## config.mk

```make
export PLATFORM = sky130hd
export DESIGN_NAME = l1_trigger_gen
export DESIGN_NICKNAME = d
export VERILOG_FILES = /design/src/rtl/l1_trigger_gen.sv
export SDC_FILE = /design/constraint.sdc
export NUM_CORES = 1
export LEC_CHECK = 0
export CORE_UTILIZATION = 52
export CTS_CLUSTER_DIAMETER = 30
export DETAILED_ROUTE_END_ITERATION = 12
export GPL_ROUTABILITY_DRIVEN = 1
export PLACE_DENSITY = 0.84
export SYNTH_ARGS = -nofsm -noshare
export SYNTH_HDL_FRONTEND = slang
export SYNTH_SLANG_ARGS = --single-unit
export TNS_END_PERCENT = 30
```

## constraint.sdc

```tcl
create_clock -name Clk -period 3.5 [get_ports Clk]
set_input_delay 0.7 -clock Clk [delete_from_list [all_inputs] [get_ports Clk]]
set_output_delay 0.7 -clock Clk [all_outputs]
set_load 0.01 [all_outputs]
```

## src/rtl/l1_trigger_gen.sv

```systemverilog
// L1 trigger transmitter: queues soft/external requests and emits 1-cycle pulses with guaranteed low gaps.
// Define L1_TRIGGEN_TMR_EN to triplicate the FSM/pending/output registers with majority voting.
module l1_trigger_gen #(
  parameter int CNT_W   = 4,
  parameter int PEND_W  = 4,
  parameter int MIN_GAP = 2
) (
  input  logic              Clk,
  input  logic              Reset,
  input  logic              Enable,
  input  logic              Soft_Trig,
  input  logic              Ext_Trig,
  input  logic [CNT_W-1:0]  Burst_Len,
  input  logic [CNT_W-1:0]  Gap,
  input  logic              Hold,
  output logic              L1_Trig_Out,
  output logic              Busy,
  output logic [PEND_W-1:0] Pending,
  output logic              Overflow,
  output logic [15:0]       Sent_Count
);

  typedef enum logic [1:0] {
    IDLE  = 2'd0,
    PULSE = 2'd1,
    GAP   = 2'd2
  } state_t;

  localparam logic [PEND_W-1:0] PEND_MAX  = '1;
  localparam logic [CNT_W-1:0]  MIN_GAP_C = CNT_W'(MIN_GAP);
  localparam logic [CNT_W-1:0]  ONE_C     = CNT_W'(1);

  // voted (or single-copy) register values and their next-state values
  state_t              state_v, state_n;
  logic [CNT_W-1:0]    burst_v, burst_n;
  logic [CNT_W-1:0]    gap_v, gap_n;
  logic [PEND_W-1:0]   pend_v, pend_n;
  logic                l1_v, l1_n;
  logic                start;
  logic                ovf_set;
  logic [PEND_W+1:0]   sum;

  logic ext_s1, ext_s2, ext_s3, ext_edge;

  always_ff @(posedge Clk or posedge Reset) begin
    if (Reset) begin
      ext_s1   <= 1'b0;
      ext_s2   <= 1'b0;
      ext_s3   <= 1'b0;
      ext_edge <= 1'b0;
    end else begin
      ext_s1   <= Ext_Trig;
      ext_s2   <= ext_s1;
      ext_s3   <= ext_s2;
      ext_edge <= ext_s2 & ~ext_s3;
    end
  end

  always_comb begin
    state_n = state_v;
    burst_n = burst_v;
    gap_n   = gap_v;
    start   = 1'b0;
    case (state_v)
      IDLE: begin
        if (pend_v != '0 && Enable && !Hold) begin
          state_n = PULSE;
          burst_n = (Burst_Len == '0) ? ONE_C : Burst_Len;
          start   = 1'b1;
        end
      end
      PULSE: begin
        state_n = GAP;
        burst_n = burst_v - ONE_C;
        gap_n   = (Gap < MIN_GAP_C) ? MIN_GAP_C : Gap;
      end
      GAP: begin
        if (gap_v > ONE_C) begin
          gap_n = gap_v - ONE_C;
        end else if (burst_v == '0 || !Enable) begin
          state_n = IDLE;
          burst_n = '0;
          gap_n   = '0;
        end else if (!Hold) begin
          state_n = PULSE;
        end
        // Hold with burst remaining: stay here with gap_cnt parked at 1
      end
      default: begin
        state_n = IDLE;
        burst_n = '0;
        gap_n   = '0;
      end
    endcase
  end

  always_comb begin
    pend_n  = pend_v;
    ovf_set = 1'b0;
    sum     = (PEND_W+2)'(pend_v)
            + (PEND_W+2)'(Soft_Trig)
            + (PEND_W+2)'(ext_edge)
            - (PEND_W+2)'(start);
    if (!Enable) begin
      pend_n = '0;
    end else if (sum > (PEND_W+2)'(PEND_MAX)) begin
      pend_n  = PEND_MAX;
      ovf_set = 1'b1;
    end else begin
      pend_n = sum[PEND_W-1:0];
    end
  end

  assign l1_n = (state_n == PULSE);

`ifdef L1_TRIGGEN_TMR_EN
  logic [1:0]        state_r [3];
  logic [CNT_W-1:0]  burst_r [3];
  logic [CNT_W-1:0]  gap_r   [3];
  logic [PEND_W-1:0] pend_r  [3];
  logic [2:0]        l1_r;

  always_ff @(posedge Clk or posedge Reset) begin
    if (Reset) begin
      for (int i = 0; i < 3; i++) begin
        state_r[i] <= IDLE;
        burst_r[i] <= '0;
        gap_r[i]   <= '0;
        pend_r[i]  <= '0;
      end
      l1_r <= '0;
    end else begin
      // every copy reloads from the voted next value, scrubbing single upsets
      for (int i = 0; i < 3; i++) begin
        state_r[i] <= state_n;
        burst_r[i] <= burst_n;
        gap_r[i]   <= gap_n;
        pend_r[i]  <= pend_n;
      end
      l1_r <= {3{l1_n}};
    end
  end

  assign state_v = state_t'((state_r[0] & state_r[1]) | (state_r[0] & state_r[2]) | (state_r[1] & state_r[2]));
  assign burst_v = (burst_r[0] & burst_r[1]) | (burst_r[0] & burst_r[2]) | (burst_r[1] & burst_r[2]);
  assign gap_v   = (gap_r[0] & gap_r[1]) | (gap_r[0] & gap_r[2]) | (gap_r[1] & gap_r[2]);
  assign pend_v  = (pend_r[0] & pend_r[1]) | (pend_r[0] & pend_r[2]) | (pend_r[1] & pend_r[2]);
  assign l1_v    = (l1_r[0] & l1_r[1]) | (l1_r[0] & l1_r[2]) | (l1_r[1] & l1_r[2]);
`else
  state_t            state_q;
  logic [CNT_W-1:0]  burst_q;
  logic [CNT_W-1:0]  gap_q;
  logic [PEND_W-1:0] pend_q;
  logic              l1_q;

  always_ff @(posedge Clk or posedge Reset) begin
    if (Reset) begin
      state_q <= IDLE;
      burst_q <= '0;
      gap_q   <= '0;
      pend_q  <= '0;
      l1_q    <= 1'b0;
    end else begin
      state_q <= state_n;
      burst_q <= burst_n;
      gap_q   <= gap_n;
      pend_q  <= pend_n;
      l1_q    <= l1_n;
    end
  end

  assign state_v = state_q;
  assign burst_v = burst_q;
  assign gap_v   = gap_q;
  assign pend_v  = pend_q;
  assign l1_v    = l1_q;
`endif

  always_ff @(posedge Clk or posedge Reset) begin
    if (Reset) begin
      Overflow   <= 1'b0;
      Sent_Count <= '0;
    end else begin
      Overflow <= Overflow | ovf_set;
      if (state_v == PULSE) Sent_Count <= Sent_Count + 16'd1;
    end
  end

  assign L1_Trig_Out = l1_v;
  assign Pending     = pend_v;
  assign Busy        = (state_v != IDLE) || (pend_v != '0);

endmodule
```

Word level (Yosys, flattened, before mapping)
Cells that the tools add are included.
W data, S select, Z words.
{"block": "classes", "muxes": 19, "n_reduce_logical": 13, "eq_ne": 7, "bitwise": 4, "magnitude_cmp": 3, "addsub": 6}
{"cell": "$mux W4", "count": 8}
{"cell": "$pmux W4 S3", "count": 2}
{"cell": "$add A16 B1 Y16 const B", "count": 1}
{"cell": "$logic_not A4 Y1", "count": 2}
{"cell": "$mux W2", "count": 4}
{"cell": "$sub A4 B1 Y4 const B", "count": 2}
{"cell": "$add A5 B1 Y6", "count": 1}
{"cell": "$gt A6 B4 Y1 const B", "count": 1}
{"cell": "$ne A2 B2 Y1 const B", "count": 3}
{"cell": "$pmux W2 S3", "count": 1}
{"cell": "$sub A6 B1 Y6", "count": 1}
{"cell": "$add A4 B1 Y5", "count": 1}
{"cell": "$eq A2 B1 Y1 const B", "count": 2}
{"cell": "$gt A4 B1 Y1 const B", "count": 1}
{"cell": "$lt A4 B2 Y1 const B", "count": 1}
{"cell": "$mux W1", "count": 4}
{"cell": "$reduce_bool A4 Y1", "count": 1}
{"cell": "$ne A3 B3 Y1 const B", "count": 1}
{"cell": "$reduce_and A3 Y1", "count": 1}
{"cell": "$eq A2 B2 Y1 const B", "count": 1}
{"cell": "$logic_and A1 B1 Y1", "count": 2}
{"cell": "$logic_not A1 Y1", "count": 2}
{"cell": "$logic_not A2 Y1", "count": 1}
{"cell": "$logic_or A1 B1 Y1", "count": 2}
{"cell": "5 further kinds", "count": 6}
{"block": "totals", "inputBits": 14, "output_inout_bits": 23, "register_bits": 36, "wordCells": 63}

Depth between registers and ports, before layout
{"block": "logic_depth", "word_depth": 10, "depth_mapped": 12, "mapped_depth_nobuf": 12}

Worst setup path before layout
OpenSTA, ideal clock, no wires.
{"block": "synth_path", "kind": "register -> register", "from": "reg pend_q[3], in the netlist Pending[3]", "to": "reg Overflow", "period_less_slack_ns": 2.950, "setup_ns": 0.126, "arrival_ns": 2.824, "required_ns": 3.374, "n_path_buf": 0, "setup_slack_ns": 0.550, "path_stages_with_launch": 13, "cell_sequence": "dfrtp_1 -> inv_1 -> ha_1 -> nor3b_1 -> nor3b_1 -> ha_1 -> inv_1 -> fa_1 -> fa_1 -> a21oi_1 -> o21ba_2 -> o2bb2ai_1 -> a311o_1"}
{"block": "synth_via", "elab_chain_cells": 10, "word_cells_on_any_way": 12, "classes_between": "3 x add/sub; 1 x order compare; 4 x mux; 1 x bitwise; 3 x reduce/logical"}
{"item": "start, declared", "line_no": "153", "rtl": "logic [PEND_W-1:0] pend_q;"}
{"item": "start signal, assigned", "line_no": "167", "rtl": "pend_q <= pend_n;"}
{"item": "branches (longest 5 deep; another with $add A5 B1 Y6)"}
{"item": "$sub A6 B1 Y6 (*)", "line_no": "103", "rtl": "- (PEND_W+2)'(start);"}
{"item": "$gt A6 B4 Y1 (*)", "line_no": "106", "rtl": "end else if (sum > (PEND_W+2)'(PEND_MAX)) begin"}
{"item": "$mux W1 (*)", "line_no": "106"}
{"item": "$mux W1 (*)", "line_no": "104", "rtl": "if (!Enable) begin"}
{"item": "$or A1 B1 Y1 (*)", "line_no": "184", "rtl": "Overflow <= Overflow | ovf_set;"}
{"item": "end signal, assigned", "line_no": "184"}
{"item": "end, declared", "line_no": "19", "rtl": "output logic Overflow,"}
Every way passes the cells marked *.
A chain may end at the register's enable or synchronous reset.

Worst setup path after layout
Ends and elaborated chain as after synthesis.

==> impl_results.md <==
* Status: finished clean
* Layout cell share with drive strength beyond 1 at under 10%
* Startpoint Class: flip-flop
* Max Fanout on Critical Path at 4
* Async set-reset flop share out of synthesis at 100.0%
* Clock buffer depth at 2
* Row cnt at 22
* Worst-path clk slew at 0.08 ns
* Slowest CP cell: dfrtp_1
* Pin count of the biggest net entering global routing at 37
* Port Buf Inserts at 36
* Achievable frequency at 315.1 MHz
* Fin crit period at 3.174 ns
* Leading area contributor after synthesis: dfrtp_1
* Worst path required time at 3.68 ns
* Syn avg cell area at 10.50 sq um
* Lkg Pwr at between 1 and 1.5 nW
* HP Class: reg2reg
* I/O pin count at 37
* IR drop worst, VDD at between 0.4 and 0.5 mV
* Hold Path Cell Cnt at 0
* Final #Nets at 265
* Final TNS setup at 0 ns
* DRC errors left at 0
* CTS tree: built
* Layout area overhead at 25.31%
* Vias in the first global route at 1564
* First-pass GRT wire length at about 7 mm
* RSZ-0062 raised after global routing: false
* Cell Chain, Critical Path: inv_1 -> ha_1 -> nor3b_1 -> nor3b_1 -> ha_1 -> inv_1 -> fa_1 -> fa_1 -> a21oi_1 -> o21ba_2 -> o2bb2ai_1 -> a311o_1
* Syn Nets at 223
* Worst Reg2Reg Path Length in Cells at 12
* Final worst slack at ~0.33 ns
* Post-synth EDFFs at 0
* Initial drt markers at 72
* Vias at 1557
* WL/cell at 13.87 um
* Tot Pwr at 1.963 mW
* Util after Layout at 68.52%
* YS warnings at 0
* Post-synth cell types at 48
* Crit path kind: reg2reg
* Die W at 64.28 um
* CTS Buf Count at 5
* Gr usage total at 21.79%
* Critical path's top delay family: adder cells
* Number of diodes at 0
* Core footprint at 3689 sq um
* Skew-Pair Late Insertion Delay at 0.29 ns
* Final Max Slew Viols at 0
* Post-CTS sizing at 0
* Vias per cell at 5.502
* HPWL Detailed at 2.823 mm
* Relative slew slack at between 60% and 70%
* Crit path arrival time at 3.35 ns
* Slowest Stage Delay on Critical Path at approximately 0.43 ns
* Post-route ant nets at 0
* Initial core utilization at 54.68%
* Endpoints failing hold at 0
* Crit. End Element: flip-flop
* Register area share after synthesis at 44.67%
* Final setup fails at 0
* Post-synth top flop: dfrtp_1
* Pre-CTS setup slack at slightly above 0.1 ns
* Post-Layout Cell Count at 283
* Layout fillers at 314
* Synth Instances at 192
* Share of the synthesized area in the top cell type at 44.67%
* Vert. Die Dim at 64.28 um
* #FFs+latches synth at 36
* Worst-margin pin slew at 0.5744 ns
* Initial antenna violation count at 0
* GPL Wtd Cong at 0.7940
* Worst hold slack at between 0.3 and 0.4 ns
* # hold bufs at CTS at 0
* Final Cycle Share at 90.69%
* 1st-pass router iterations at 4
* Cell area after synthesis at 2017 sq um
* H-tree depth at 2
* Post-DP Area at 2434 sq um
* Commonest non-fill, non-tap cells in the layout: dfrtp_1 (36), clkdlybuf4s50_1 (36), nand2_1 (18), inv_1 (17), ha_1 (15)
* Placed insts at 275
* Synth area leaders: dfrtp_1 (45%), ha_1 (9.3%), xnor2_1 (6.1%), nand2_1 (3.3%), inv_1 (3.2%)
* Grt ovf at 0
* PD cells at 776.7 nW/um^2
* Crit. path cell count at 12
* Max-cap violations at 0
* Post-CTS setup buffer count at 0
* Buf+Inv Stages, Crit Path at 2
* Root Driver: clkbuf_8
* Final WL at ~4 mm
* Clock sink count at 36
* Final instance area at approximately 2500 sq um
* DIE AREA at around 4100 sq um
* Worst clock skew at roughly 0.0087 ns
worst paths after layout:
| kind | slack, ns | start | to |
|---|---|---|---|
| max | 0.33 | Pending[3]$_DFF_PP0_ | Overflow$_DFF_PP0_ |
| max reg2reg | 0.33 | Pending[3]$_DFF_PP0_ | Overflow$_DFF_PP0_ |
| max in group asynchronous | 2.37 | Reset | burst_q[3]$_DFFE_PP0P_ |
| min | 0.35 | ext_s1$_DFF_PP0_ | ext_s2$_DFF_PP0_ |
| min reg2reg | 0.35 | ext_s1$_DFF_PP0_ | ext_s2$_DFF_PP0_ |
| min in group asynchronous | 0.81 | Reset | Sent_Count[13]$_DFFE_PP0P_ |
logic make-up after synthesis:
group / synth area share [%]
buffers and inverters: 4.094
AND/OR/NAND/NOR: 17.49
XOR/XNOR: 8.251
adder cells (fa/ha/maj): 11.29
AO/OA/AOI/OAI: 12.16
multiplexers: 2.047
flip-flops: 44.66
Yosys cell counts, drive strengths merged (3+ instances only):
master,count
a21oi,4
a31oi,4
and2,4
dfrtp,36
ha,15
inv,17
mux2,3
nand2,18
nand3,6
nand3b,4
nand4,5
nor2,6
nor3,3
nor4,3
o21ai,7
xnor2,14
xor2,5
per-layer routing:
| metal | up-vias | GRT usage, % | wire, um |
|---|---|---|---|
| met5 | - | 0 | 0 |
| met4 | 0 | 11.94 | 69 |
| met3 | 11 | 4.107 | 152 |
| met2 | 43 | 34.08 | 1913 |
| met1 | 743 | 28.31 | 1788 |
| li1 | 760 | - | - |
layout make-up:
cell class / count / area [sq um] / share of cell area, %
multi-input cells: 136 / 1033 / 40.89
flip-flops and latches: 36 / 900.9 / 35.64
repair buffers: 38 / 375.4 / 14.85
clock buffers: 7 / 86.33 / 3.416
inverters: 17 / 63.81 / 2.525
well taps: 48 / 60.06 / 2.376
clock inverters: 1 / 7.507 / 0.2970
state kept, by name, indices dropped and copies added, names as in the netlist, 2 cells and up:
| register | cells |
|---|---|
| gap_q | 4 |
| Sent_Count | 16 |
| burst_q | 4 |
| Pending | 4 |
| state_q | 2 |
power breakdown:
part | switching (mW) | internal [mW]
clock | 0.144 | 0.160
combinational | 0.511 | 0.494
sequential | 0.124 | 0.529
Note: power is estimated with default switching activity, not from simulation.
